<file path="src/rtl/bus_arbiter.sv">
// Three-requester round-robin bus arbiter with a bounded tenure.
// Each grant latches the winner's A/B source codes and drives them onto the bus enables.
module bus_arbiter #(
  parameter int HOLD_MAX = 8
) (
  input  logic       clock,
  input  logic       reset,
  input  logic [2:0] req,
  input  logic [2:0] a_sel0,
  input  logic [2:0] a_sel1,
  input  logic [2:0] a_sel2,
  input  logic [2:0] b_sel0,
  input  logic [2:0] b_sel1,
  input  logic [2:0] b_sel2,
  output logic [2:0] gnt,
  output logic [2:0] abus_en,
  output logic [2:0] bbus_en,
  output logic       busy,
  output logic       sel_err,
  output logic [1:0] state_o
);

  // Handshake: req[i] is a level request; requester i owns the bus exactly
  // while gnt[i]=1. Dropping req[i] ends the tenure at the next edge; no
  // other requester can take the bus until the TURN/IDLE gap has elapsed.

  typedef enum logic [1:0] {
    IDLE  = 2'd0,
    GRANT = 2'd1,
    TURN  = 2'd2
  } state_t;

  localparam logic [7:0] CNT_LAST = 8'(HOLD_MAX - 1);

  state_t     state_q, state_d;
  logic [1:0] ptr_q, ptr_d;
  logic [1:0] g_q, g_d;
  logic [7:0] cnt_q, cnt_d;
  logic [2:0] gnt_q, gnt_d;
  logic [2:0] abus_q, abus_d;
  logic [2:0] bbus_q, bbus_d;
  logic       sel_err_q, sel_err_d;

  logic [1:0] win;
  logic [2:0] idx;
  logic       found;
  logic [2:0] a_raw, b_raw, a_fix, b_fix;
  logic       a_bad, b_bad;
  logic       owner_req;

  // First set request at or above ptr, wrapping modulo 3.
  always_comb begin
    win   = 2'd0;
    found = 1'b0;
    idx   = 3'd0;
    for (int k = 0; k < 3; k++) begin
      idx = {1'b0, ptr_q} + 3'(k);
      if (idx >= 3'd3) idx = idx - 3'd3;
      if (!found && req[idx[1:0]]) begin
        found = 1'b1;
        win   = idx[1:0];
      end
    end
  end

  always_comb begin
    a_raw = a_sel0;
    b_raw = b_sel0;
    case (win)
      2'd1:    begin a_raw = a_sel1; b_raw = b_sel1; end
      2'd2:    begin a_raw = a_sel2; b_raw = b_sel2; end
      default: begin a_raw = a_sel0; b_raw = b_sel0; end
    endcase
  end

  // A code 5 and B codes 1-3 name no legal source on that bus.
  assign a_bad = (a_raw == 3'd5);
  assign b_bad = (b_raw == 3'd1) || (b_raw == 3'd2) || (b_raw == 3'd3);
  assign a_fix = a_bad ? 3'd0 : a_raw;
  assign b_fix = b_bad ? 3'd0 : b_raw;

  assign owner_req = |(req & gnt_q);

  always_comb begin
    state_d   = state_q;
    ptr_d     = ptr_q;
    g_d       = g_q;
    cnt_d     = cnt_q;
    gnt_d     = gnt_q;
    abus_d    = abus_q;
    bbus_d    = bbus_q;
    sel_err_d = 1'b0;
    case (state_q)
      IDLE: begin
        gnt_d  = 3'd0;
        abus_d = 3'd0;
        bbus_d = 3'd0;
        cnt_d  = 8'd0;
        if (|req) begin
          state_d   = GRANT;
          g_d       = win;
          gnt_d     = 3'b001 << win;
          abus_d    = a_fix;
          bbus_d    = b_fix;
          sel_err_d = a_bad | b_bad;
        end
      end
      GRANT: begin
        cnt_d = cnt_q + 8'd1;
        if (!owner_req || (cnt_q == CNT_LAST)) begin
          state_d = TURN;
          gnt_d   = 3'd0;
          abus_d  = 3'd0;
          bbus_d  = 3'd0;
          ptr_d   = (g_q == 2'd2) ? 2'd0 : g_q + 2'd1;
        end
      end
      TURN: begin
        state_d = IDLE;
        gnt_d   = 3'd0;
        abus_d  = 3'd0;
        bbus_d  = 3'd0;
      end
      default: begin
        state_d = IDLE;
        gnt_d   = 3'd0;
        abus_d  = 3'd0;
        bbus_d  = 3'd0;
      end
    endcase
  end

  always_ff @(posedge clock or posedge reset) begin
    if (reset) begin
      state_q   <= IDLE;
      ptr_q     <= 2'd0;
      g_q       <= 2'd0;
      cnt_q     <= 8'd0;
      gnt_q     <= 3'd0;
      abus_q    <= 3'd0;
      bbus_q    <= 3'd0;
      sel_err_q <= 1'b0;
    end else begin
      state_q   <= state_d;
      ptr_q     <= ptr_d;
      g_q       <= g_d;
      cnt_q     <= cnt_d;
      gnt_q     <= gnt_d;
      abus_q    <= abus_d;
      bbus_q    <= bbus_d;
      sel_err_q <= sel_err_d;
    end
  end

  assign gnt     = gnt_q;
  assign abus_en = abus_q;
  assign bbus_en = bbus_q;
  assign sel_err = sel_err_q;
  assign busy    = (state_q != IDLE);
  assign state_o = state_q;

endmodule
</file>
<file path="config.mk">
export PLATFORM = sky130hd
export DESIGN_NAME = bus_arbiter
export DESIGN_NICKNAME = d
export VERILOG_FILES = /design/src/rtl/bus_arbiter.sv
export SDC_FILE = /design/constraint.sdc
export NUM_CORES = 1
export LEC_CHECK = 0
export ABC_AREA = 1
export BUFFER_PORTS_ARGS = -buffer_cell sky130_fd_sc_hd__buf_2
export CAP_MARGIN = 15
export CORE_ASPECT_RATIO = 0.5
export CORE_MARGIN = 2
export CORE_UTILIZATION = 40
export CTS_CLUSTER_DIAMETER = 50
export DETAILED_ROUTE_END_ITERATION = 8
export PLACE_DENSITY = 0.74
export SYNTH_ARGS = -nofsm -noshare
export SYNTH_HDL_FRONTEND = slang
export SYNTH_SLANG_ARGS = --single-unit
</file>
<file path="constraint.sdc">
create_clock -name clock -period 2.71 [get_ports clock]
set_clock_uncertainty 0.05 [all_clocks]
set_input_delay 0.4065 -clock clock [delete_from_list [all_inputs] [get_ports clock]]
set_output_delay 0.4065 -clock clock [all_outputs]
set_load 0.01 [all_outputs]
</file>
# Word level (Yosys, flattened, before mapping)
# Index checks and enable logic that the tools add are counted.
[word_totals]
inputBits = 23
word_cells = 83
regBits = 24
output_inout_bits = 13
[op_classes]
n_bitwise = 2
muxes = 32
magnitude_cmp = 6
eq_ne = 11
n_addsub = 7
reduce_logical = 16
shifts = 1
[op_table]
columns = ["cell", "count"]
rows = [
  ["case mux 3 bit (2 select lines)", 5],
  ["2-to-1 mux 2 bit", 9],
  ["2-to-1 mux 3 bit", 6],
  ["case mux 8 bit (2 select lines)", 1],
  ["< comparator 2 x 3 -> 1 bit, second input constant", 3],
  ["adder 8 x 1 -> 8 bit, second input constant", 1],
  ["== test 8 x 3 -> 1 bit, second input constant", 1],
  ["2-to-1 mux 1 bit", 7],
  ["binary-select mux 1 bit (select 2 bit)", 3],
  ["== test 3 x 2 -> 1 bit, second input constant", 2],
  [">= comparator 3 x 2 -> 1 bit, second input constant", 2],
  ["AND reduction 2 bit", 3],
  ["OR reduction 3 bit", 2],
  ["subtractor 2 bit, second input constant", 3],
  ["== test 2 x 1 -> 1 bit, second input constant", 2],
  ["== test 2 bit, second input constant", 2],
  ["inequality test 2 bit, second input constant", 2],
  ["case mux 2 bit (2 select lines)", 1],
  ["nonzero test 2 bit", 2],
  ["adder 2 x 1 -> 3 bit, second input constant", 1],
  ["adder 2 x 2 -> 3 bit, second input constant", 1],
  ["bitwise AND 3 bit", 1],
  ["== test 3 x 1 -> 1 bit, second input constant", 1],
  ["== test 3 bit, second input constant", 1],
  ["other kinds (8)", 13],
]

# Longest topological paths before layout
# Gate-level depths: netlist of the first run.
[depth]
ltp_word = 19
mapped_depth = 19
depth_no_buf = 19

# Worst setup path after synthesis of the first run
# No wires, ideal clock.
[synth_timing]
path_kind = "reg2reg"
from = "register ptr_q[0]"
to = "register abus_q[0], in the netlist abus_en[0]"
required_time_ns = 2.543
setup_time_ns = 0.117
period_less_slack_ns = 2.439
arrival_time_ns = 2.273
n_path_buf = 1
path_slack_ns = 0.271
path_stages_with_launch = 16
cell_sequence = "dfrtp_1 -> inv_1 -> ha_1 -> inv_1 -> nand2_1 -> nand3_1 -> nand2_1 -> nand3_1 -> nand2_1 -> nor2_1 -> ha_1 -> buf_6 -> o21ai_0 -> nand3_1 -> nand3_1 -> nand2_1"
[synth_between]
elab_chain_cells = 17
word_cells_on_any_way = 33
cone_classes = "5 x add/sub; 3 x order compare; 3 x eq/ne; 18 x mux; 4 x reduce/logical"
[synth_rtl]
columns = ["element", "line", "text"]
rows = [
  ["start: declaration", "36", "logic [1:0] ptr_q, ptr_d;"],
  ["start signal: assignment", "145", "ptr_q <= ptr_d;"],
  ["branches (longest 10 deep; another with adder 2 x 1 -> 3 bit)", "-", ""],
  ["2-to-1 mux 2 bit *", "59", "if (!found && req[idx[1:0]]) begin"],
  ["== test 2 bit / == test 2 x 1 -> 1 bit (equally long branches)", "69", "case (win)"],
  ["case mux 3 bit (2 select lines) *", "69", ""],
  ["== test 3 bit", "77", "assign a_bad = (a_raw == 3'd5);"],
  ["2-to-1 mux 3 bit *", "79", "assign a_fix = a_bad ? 3'd0 : a_raw;"],
  ["2-to-1 mux 3 bit *", "99", "if (|req) begin"],
  ["case mux 3 bit (2 select lines) *", "93", "case (state_q)"],
  ["end signal: assignment", "149", "abus_q <= abus_d;"],
  ["end: declaration", "40", "logic [2:0] abus_q, abus_d;"],
]
# Mark *: on every way between the ends. The select of a mux whose other input is x is not followed.
# A chain may end at the register's enable or synchronous reset.

# Worst setup path in the final report of the first run
[layout_timing]
from = "register ptr_q[0]"
to = "register bbus_q[1], in the netlist bbus_en[1]"
[layout_between]
elab_chain_cells = 19
word_cells_on_any_way = 37
cone_classes = "5 x add/sub; 3 x order compare; 5 x eq/ne; 18 x mux; 6 x reduce/logical"
[layout_rtl]
columns = ["element", "line", "text"]
rows = [
  ["branches (longest 10 deep; another with adder 2 x 1 -> 3 bit)", "-", ""],
  ["2-to-1 mux 2 bit *", "59", ""],
  ["via win[1]", "44", "logic [1:0] win;"],
  ["== test 2 bit / == test 2 x 1 -> 1 bit (equally long branches)", "69", ""],
  ["case mux 3 bit (2 select lines) *", "69", ""],
  ["== test 3 x 1 -> 1 bit / == test 3 x 2 -> 1 bit (equally long branches)", "78", "assign b_bad = (b_raw == 3'd1) || (b_raw == 3'd2) || (b_raw == 3'd3);"],
  ["logical OR 1 bit (2 in a row)", "78", ""],
  ["2-to-1 mux 3 bit *", "80", "assign b_fix = b_bad ? 3'd0 : b_raw;"],
  ["2-to-1 mux 3 bit *", "99", ""],
  ["case mux 3 bit (2 select lines) *", "93", ""],
  ["end signal: assignment", "150", "bbus_q <= bbus_d;"],
  ["end: declaration", "41", "logic [2:0] bbus_q, bbus_d;"],
]
# Mark *: on every way through the listed nets, which the timed path passes. The select of a mux whose other input is x is not followed.

==> impl_metrics.json, run 1 <==
{
  "status": "finished clean",
  "grt_pass1_vias": 1293,
  "utilization_pct": 53.1,
  "period_share_pct": 92.8,
  "clock_latency_ns": 0.27,
  "antenna_cells": 0,
  "post-dp-hpwl_um": 2760,
  "ff2ff_path_depth": 16,
  "ant_nets": 0,
  "port_buffers": 35,
  "htree_num_levels": 1,
  "dr.pass1.iters": 4,
  "nFillCells": 317,
  "timing.rr.start": "ptr_q[0]",
  "die_area_sq_um": 4210,
  "setup.worst_path.start": "ptr_q[0]",
  "fmax_ghz": 0.398,
  "cts_root_buffer": "clkbuf_8",
  "drv_cap": 0,
  "setup-violations-final": 0,
  "crit_arrival_ns": 2.66,
  "wl_per_cell_um": 12.4,
  "cp-end-kind": "flip-flop",
  "grt_pass1_wl_um": 5580,
  "cts_tree": "done",
  "layoutNonFillerInstCount": 293,
  "totalPowerFinal_w": 0.00221,
  "synth_nets": 232,
  "drtIter0Drc": 81,
  "die_y_um": 46.9,
  "final_common_cell": "nand2_1",
  "core_area_sq_um": 3470,
  "fin_crit_ns": 2.51,
  "hp-class": "input port to asynchronous set/reset pin",
  "clkPwrFrac_pct": 9.5,
  "netlist_area_sq_um": 1470,
  "yosysUniqueCellTypes": 24,
  "drive_above_1_share_pct": 26.9,
  "cp_max_fo": 7,
  "power_frac_comb_pct": 66.0,
  "cp-start-kind": "flip-flop",
  "crit_end": "bbus_en[1]",
  "ir_drop_mv": 0.581,
  "final_nets": 275,
  "leakage_nw": 0.976,
  "place_inst": 288,
  "power.density_nw_per_um2": 1200,
  "area_delta_synth_final_pct": 25.2,
  "worst_slack_ns": 0.196,
  "grt_max_degree": 25,
  "sw_frac_of_total_pct": 47.6,
  "ys_seq_area_share_pct": 40.8,
  "start_util_pct": 42.4,
  "yosys-top-cells-area": "dfrtp_1 41%, nand2_1 18%, nand3_1 8.2%",
  "place_congestion": 0.885,
  "clock_path_buffers": 2,
  "io_pins": 36,
  "synth-edff-count": 0,
  "cts_made_buffers": 3,
  "syn_avg_cell_area_sq_um": 7.33,
  "hold_viol": 0,
  "worstReg2RegEnd": "bbus_en[1]",
  "antenna_found_initial": 0,
  "synth_top_area_share_pct": 40.8,
  "grt_util_all_layers_pct": 16.6,
  "slew_violations": 0,
  "regToRegSetupSlack_ns": 0.20,
  "viasPerCell": 4.99,
  "setup_tns_ns": 0,
  "die_width_um": 89.8,
  "drc": 0,
  "power.switching_w": 0.00105,
  "power_frac_seq_pct": 24.5,
  "ys.flop_type": "dfrtp_1",
  "via_count": 1462,
  "grt.overflow.total": 0,
  "most-common-layout-cells": "72 x nand2_1, 35 x buf_2, 23 x inv_1, 23 x nand3_1, 23 x dfrtp_1",
  "routed_wl_um": 3630,
  "slew_headroom_pct": 40.1,
  "syn_inst": 201,
  "yosys_warnings": 0,
  "ys_ff_latch": 24,
  "place_ws_ns": -0.0471,
  "tightest_slew_ns": 0.898,
  "path_class": "flip-flop to flip-flop",
  "rows": 15,
  "clock-sinks": 24,
  "async_flop_share_pct": 100,
  "worstPathRequired_ns": 2.86,
  "cts.clk_slew.worst_paths_ns": 0.08,
  "internal-power_w": 0.00116,
  "yosys.area.top_type": "dfrtp_1"
}
cell type report:
cell class | instances | area, sq um | share of cell area (%)
flip-flops and latches | 24 | 602 | 32.6
inverters | 27 | 104 | 5.63
multi-input cells | 149 | 828 | 44.9
repair buffers | 39 | 205 | 11.1
well taps | 51 | 63.8 | 3.46
clock buffers | 3 | 41.3 | 2.24
sequential cells by signal, indices dropped and copies added, names as in the netlist:
name and count:
ptr_q 2, state_o 2, cnt_q 8, sel_err 1
g_q 2, gnt 3, abus_en 3, bbus_en 3
cells by family after synthesis:
group | count (synthesis) | synth area share, %
fa+ha+maj | 8 | 6.80
xor+xnor | 2 | 1.19
compound gates | 23 | 8.84
flops | 24 | 40.8
simple gates | 116 | 34.6
buf+inv | 28 | 7.82
critical path: stages, from the launching register on:
cell     delay (ns)
dfrtp_1        0.40
inv_1          0.10
ha_4           0.30
inv_2          0.07
nand2_1        0.07
nand3_1        0.07
nand2_1        0.11
nand3_1        0.13
nor2_2         0.18
nor2_4         0.08
inv_1          0.10
ha_4           0.18
nand2_1        0.06
nand3_1        0.07
o21ai_1        0.09
or2_4          0.28
o21ai_2        0.13
Yosys cell counts (all sizes together) (2+ instances only):
cell / instances
o22ai: 2
nand4: 3
nor2: 11
inv: 27
o21ai: 16
ha: 8
a21oi: 4
nand2: 72
nand3: 24
nor3: 3
dfrtp: 24
xor2: 2
or2: 2
metrics by stage:
step           area, sq um  hold WS [ns]
2_1_floorplan         1470         0.371
3_3_place_gp          1720         0.401
3_5_place_dp          1720         0.413
4_1_cts               1760         0.309
5_1_grt               1840         0.364
6_report              1840         0.272
power by group through the flow:
stage	Sequential [W]	Combinational (W)	Clock [W]
floorplan	0.000558	0.000908	0
global placement	0.000537	0.00120	0
detailed placement	0.000544	0.00125	0
CTS	0.000538	0.00127	0.000213
global route	0.000551	0.00163	0.000227
finish	0.000541	0.00146	0.000210
per-layer routing:
metal | up-vias | part of all wire, % | global-route usage (%)
li1 | 728 | - | -
met1 | 683 | 45 | 20.6
met2 | 47 | 50 | 32.7
met3 | 4 | 4.3 | 3.85
met4 | 0 | 0.44 | 0.923
met5 | - | 0 | 0
how the worst min path moves through the flow:
stage	startpoint	endpoint	slack, ns
6_report	reset	g_q[0]	0.27
5_1_grt	reset	state_o[0]	0.36
4_1_cts	reset	state_o[0]	0.31
3_5_place_dp	bbus_en[0]	bbus_en[0]	0.41
3_3_place_gp	abus_en[2]	abus_en[2]	0.40
2_1_floorplan	reset	abus_en[0]	0.37
what timing repair did:
item                       4_1_cts  5_1_grt
hold buffers                     0        0
pin swaps                        0        2
resized for setup                1       18
cloned                           0        0
setup buffers                    0        2
setup endpoints to repair        5        7
No activity file was read; power rests on OpenSTA's default activity.
==> run 2, diff against run 1 <==
- PLACE_DENSITY: 0.74 -> not set
==> run 2 against run 1 <==
  * Combinational power decreased by 4%
  * Hold slack better by 0.014 ns
  * First-iteration DRC count grew 11%
  * Largest power group unchanged
==> impl_metrics.json, run 2 (synthesis results as in run 1) <==
{
  "clock_latency_ns": 0.27,
  "cts_root_buffer": "clkbuf_8",
  "grt_util_all_layers_pct": 16.5,
  "crit_buf_inv": 2,
  "rows": 15,
  "tightest_slew_ns": 0.937,
  "hold_viol": 0,
  "worstPathRequired_ns": 2.86,
  "nFillCells": 345,
  "regMostFlops": "cnt_q",
  "die_area_sq_um": 4210,
  "path_class": "flip-flop to flip-flop",
  "dr.pass1.iters": 4,
  "ir_drop_mv": 0.723,
  "drive_above_1_share_pct": 26.2,
  "antenna_cells": 0,
  "crit_arrival_ns": 2.77,
  "seqCellArea_sq_um": 601,
  "die_width_um": 89.8,
  "final_nets": 276,
  "cp_slowest_stage_delay_ns": 0.42,
  "via_count": 1397,
  "viasPerCell": 4.74,
  "port_buffers": 35,
  "utilization_pct": 53.6,
  "wl_per_cell_um": 11.6,
  "clock_path_buffers": 2,
  "period_share_pct": 96.5,
  "leakage_nw": 0.991,
  "largest_reg_flops": 8,
  "power.density_nw_per_um2": 1210,
  "io_pins": 36,
  "grt_pass1_vias": 1270,
  "path_depth": 12,
  "fmax_ghz": 0.383,
  "cts_made_buffers": 3,
  "place_area_sq_um": 1720,
  "htree_num_levels": 1,
  "slew_headroom_pct": 37.4,
  "multi_input_comb_area_sq_um": 810,
  "drtIter0Drc": 90,
  "area_delta_synth_final_pct": 26.4,
  "place_inst": 289,
  "cp_cell_sequence": "inv_1, ha_2, o21ai_0, nand2_1, nand4_1, nand3_1, inv_2, ha_4, nand3_1, o21ai_0, or2_4, o21ai_2",
  "fin_crit_ns": 2.61,
  "ant_nets": 0,
  "drv_cap": 0,
  "cp_slowest_cell": "dfrtp_1",
  "drc": 0,
  "setup-violations-final": 0,
  "slew_violations": 0,
  "grt_max_degree": 25,
  "grt.overflow.total": 0,
  "post-dp-hpwl_um": 2610,
  "cts_tree": "done",
  "place_congestion": 0.897,
  "cp-start-kind": "flip-flop",
  "start_util_pct": 42.4,
  "final_common_cell": "nand2_1",
  "grt_pass1_wl_um": 5450,
  "status": "finished clean",
  "core_area_sq_um": 3470,
  "cp-end-kind": "flip-flop",
  "die_y_um": 46.9,
  "cp_max_fo": 12,
  "clock-sinks": 24,
  "hp-class": "input port to asynchronous set/reset pin",
  "crit_family": "simple AND/OR/NAND/NOR gates",
  "cts.clk_slew.worst_paths_ns": 0.09,
  "layoutNonFillerInstCount": 295,
  "antenna_found_initial": 0,
  "hold_buffers": 0,
  "most-common-layout-cells": "71 x nand2_1, 35 x buf_2, 24 x nand3_1, 24 x dfrtp_1, 23 x inv_1",
  "ff2ff_path_depth": 12,
  "fin_area_sq_um": 1860,
  "routed_wl_um": 3440
}
==> run 2: report_power, final <==
| group | total, W | switching (W) | leakage [nW] | internal (W) |
|---|---|---|---|---|
| clock | 0.000315 | 0.000117 | 0.0357 | 0.000198 |
| combinational | 0.00140 | 0.000827 | 0.635 | 0.000575 |
| sequential | 0.000534 | 0.0000748 | 0.320 | 0.000459 |
| total | 0.00225 | 0.00102 | 0.991 | 0.00123 |
==> run 2: layout make-up <==
type,instances,share of cell area (%)
Clock buffer,3,2.22
Clock inverter,1,1.61
Inverter,27,5.58
Multi-Input combinational cell,149,43.5
Sequential cell,24,32.3
Tap cell,51,3.43
Timing Repair Buffer,40,11.4
==> run 2: worst paths after layout <==
path | to | slack (ns) | start
worst max register to register | bbus_en[1] | 0.1 | ptr_q[0]
max in group asynchronous | cnt_q[6] | 1.76 | reset
min in group clock | abus_en[1] | 0.42 | a_sel0[1]
worst max-delay path | bbus_en[1] | 0.1 | ptr_q[0]
worst min-delay path | abus_en[1] | 0.29 | reset
worst min register to register | bbus_en[2] | 0.43 | bbus_en[2]
==> run 2: routing by layer <==
metal | wire, um | GRT usage, %
met1 | 1630 | 20.1
met2 | 1580 | 31.7
met3 | 226 | 4.33
met4 | 0 | 2.77
met5 | 0 | 0
==> run 2: what timing repair did <==
item | in CTS | in global routing
buffers inserted | 0 | 2
setup endpoints to repair | 4 | 7
gates resized for setup | 2 | 12
==> run 2: per-stage QoR <==
stage | setup WS [ns] | power [W] | TNS [ns] | hold WS (ns)
6_report | 0.0957 | 0.00225 | 0 | 0.285
5_1_grt | -0.0624 | 0.00246 | -0.161 | 0.359
4_1_cts | 0.0314 | 0.00214 | 0 | 0.309
3_5_place_dp | -0.00251 | 0.00180 | -0.00251 | 0.405
3_3_place_gp | 0.0885 | 0.00178 | 0 | 0.405
2_1_floorplan | 0.271 | 0.00147 | 0 | 0.371
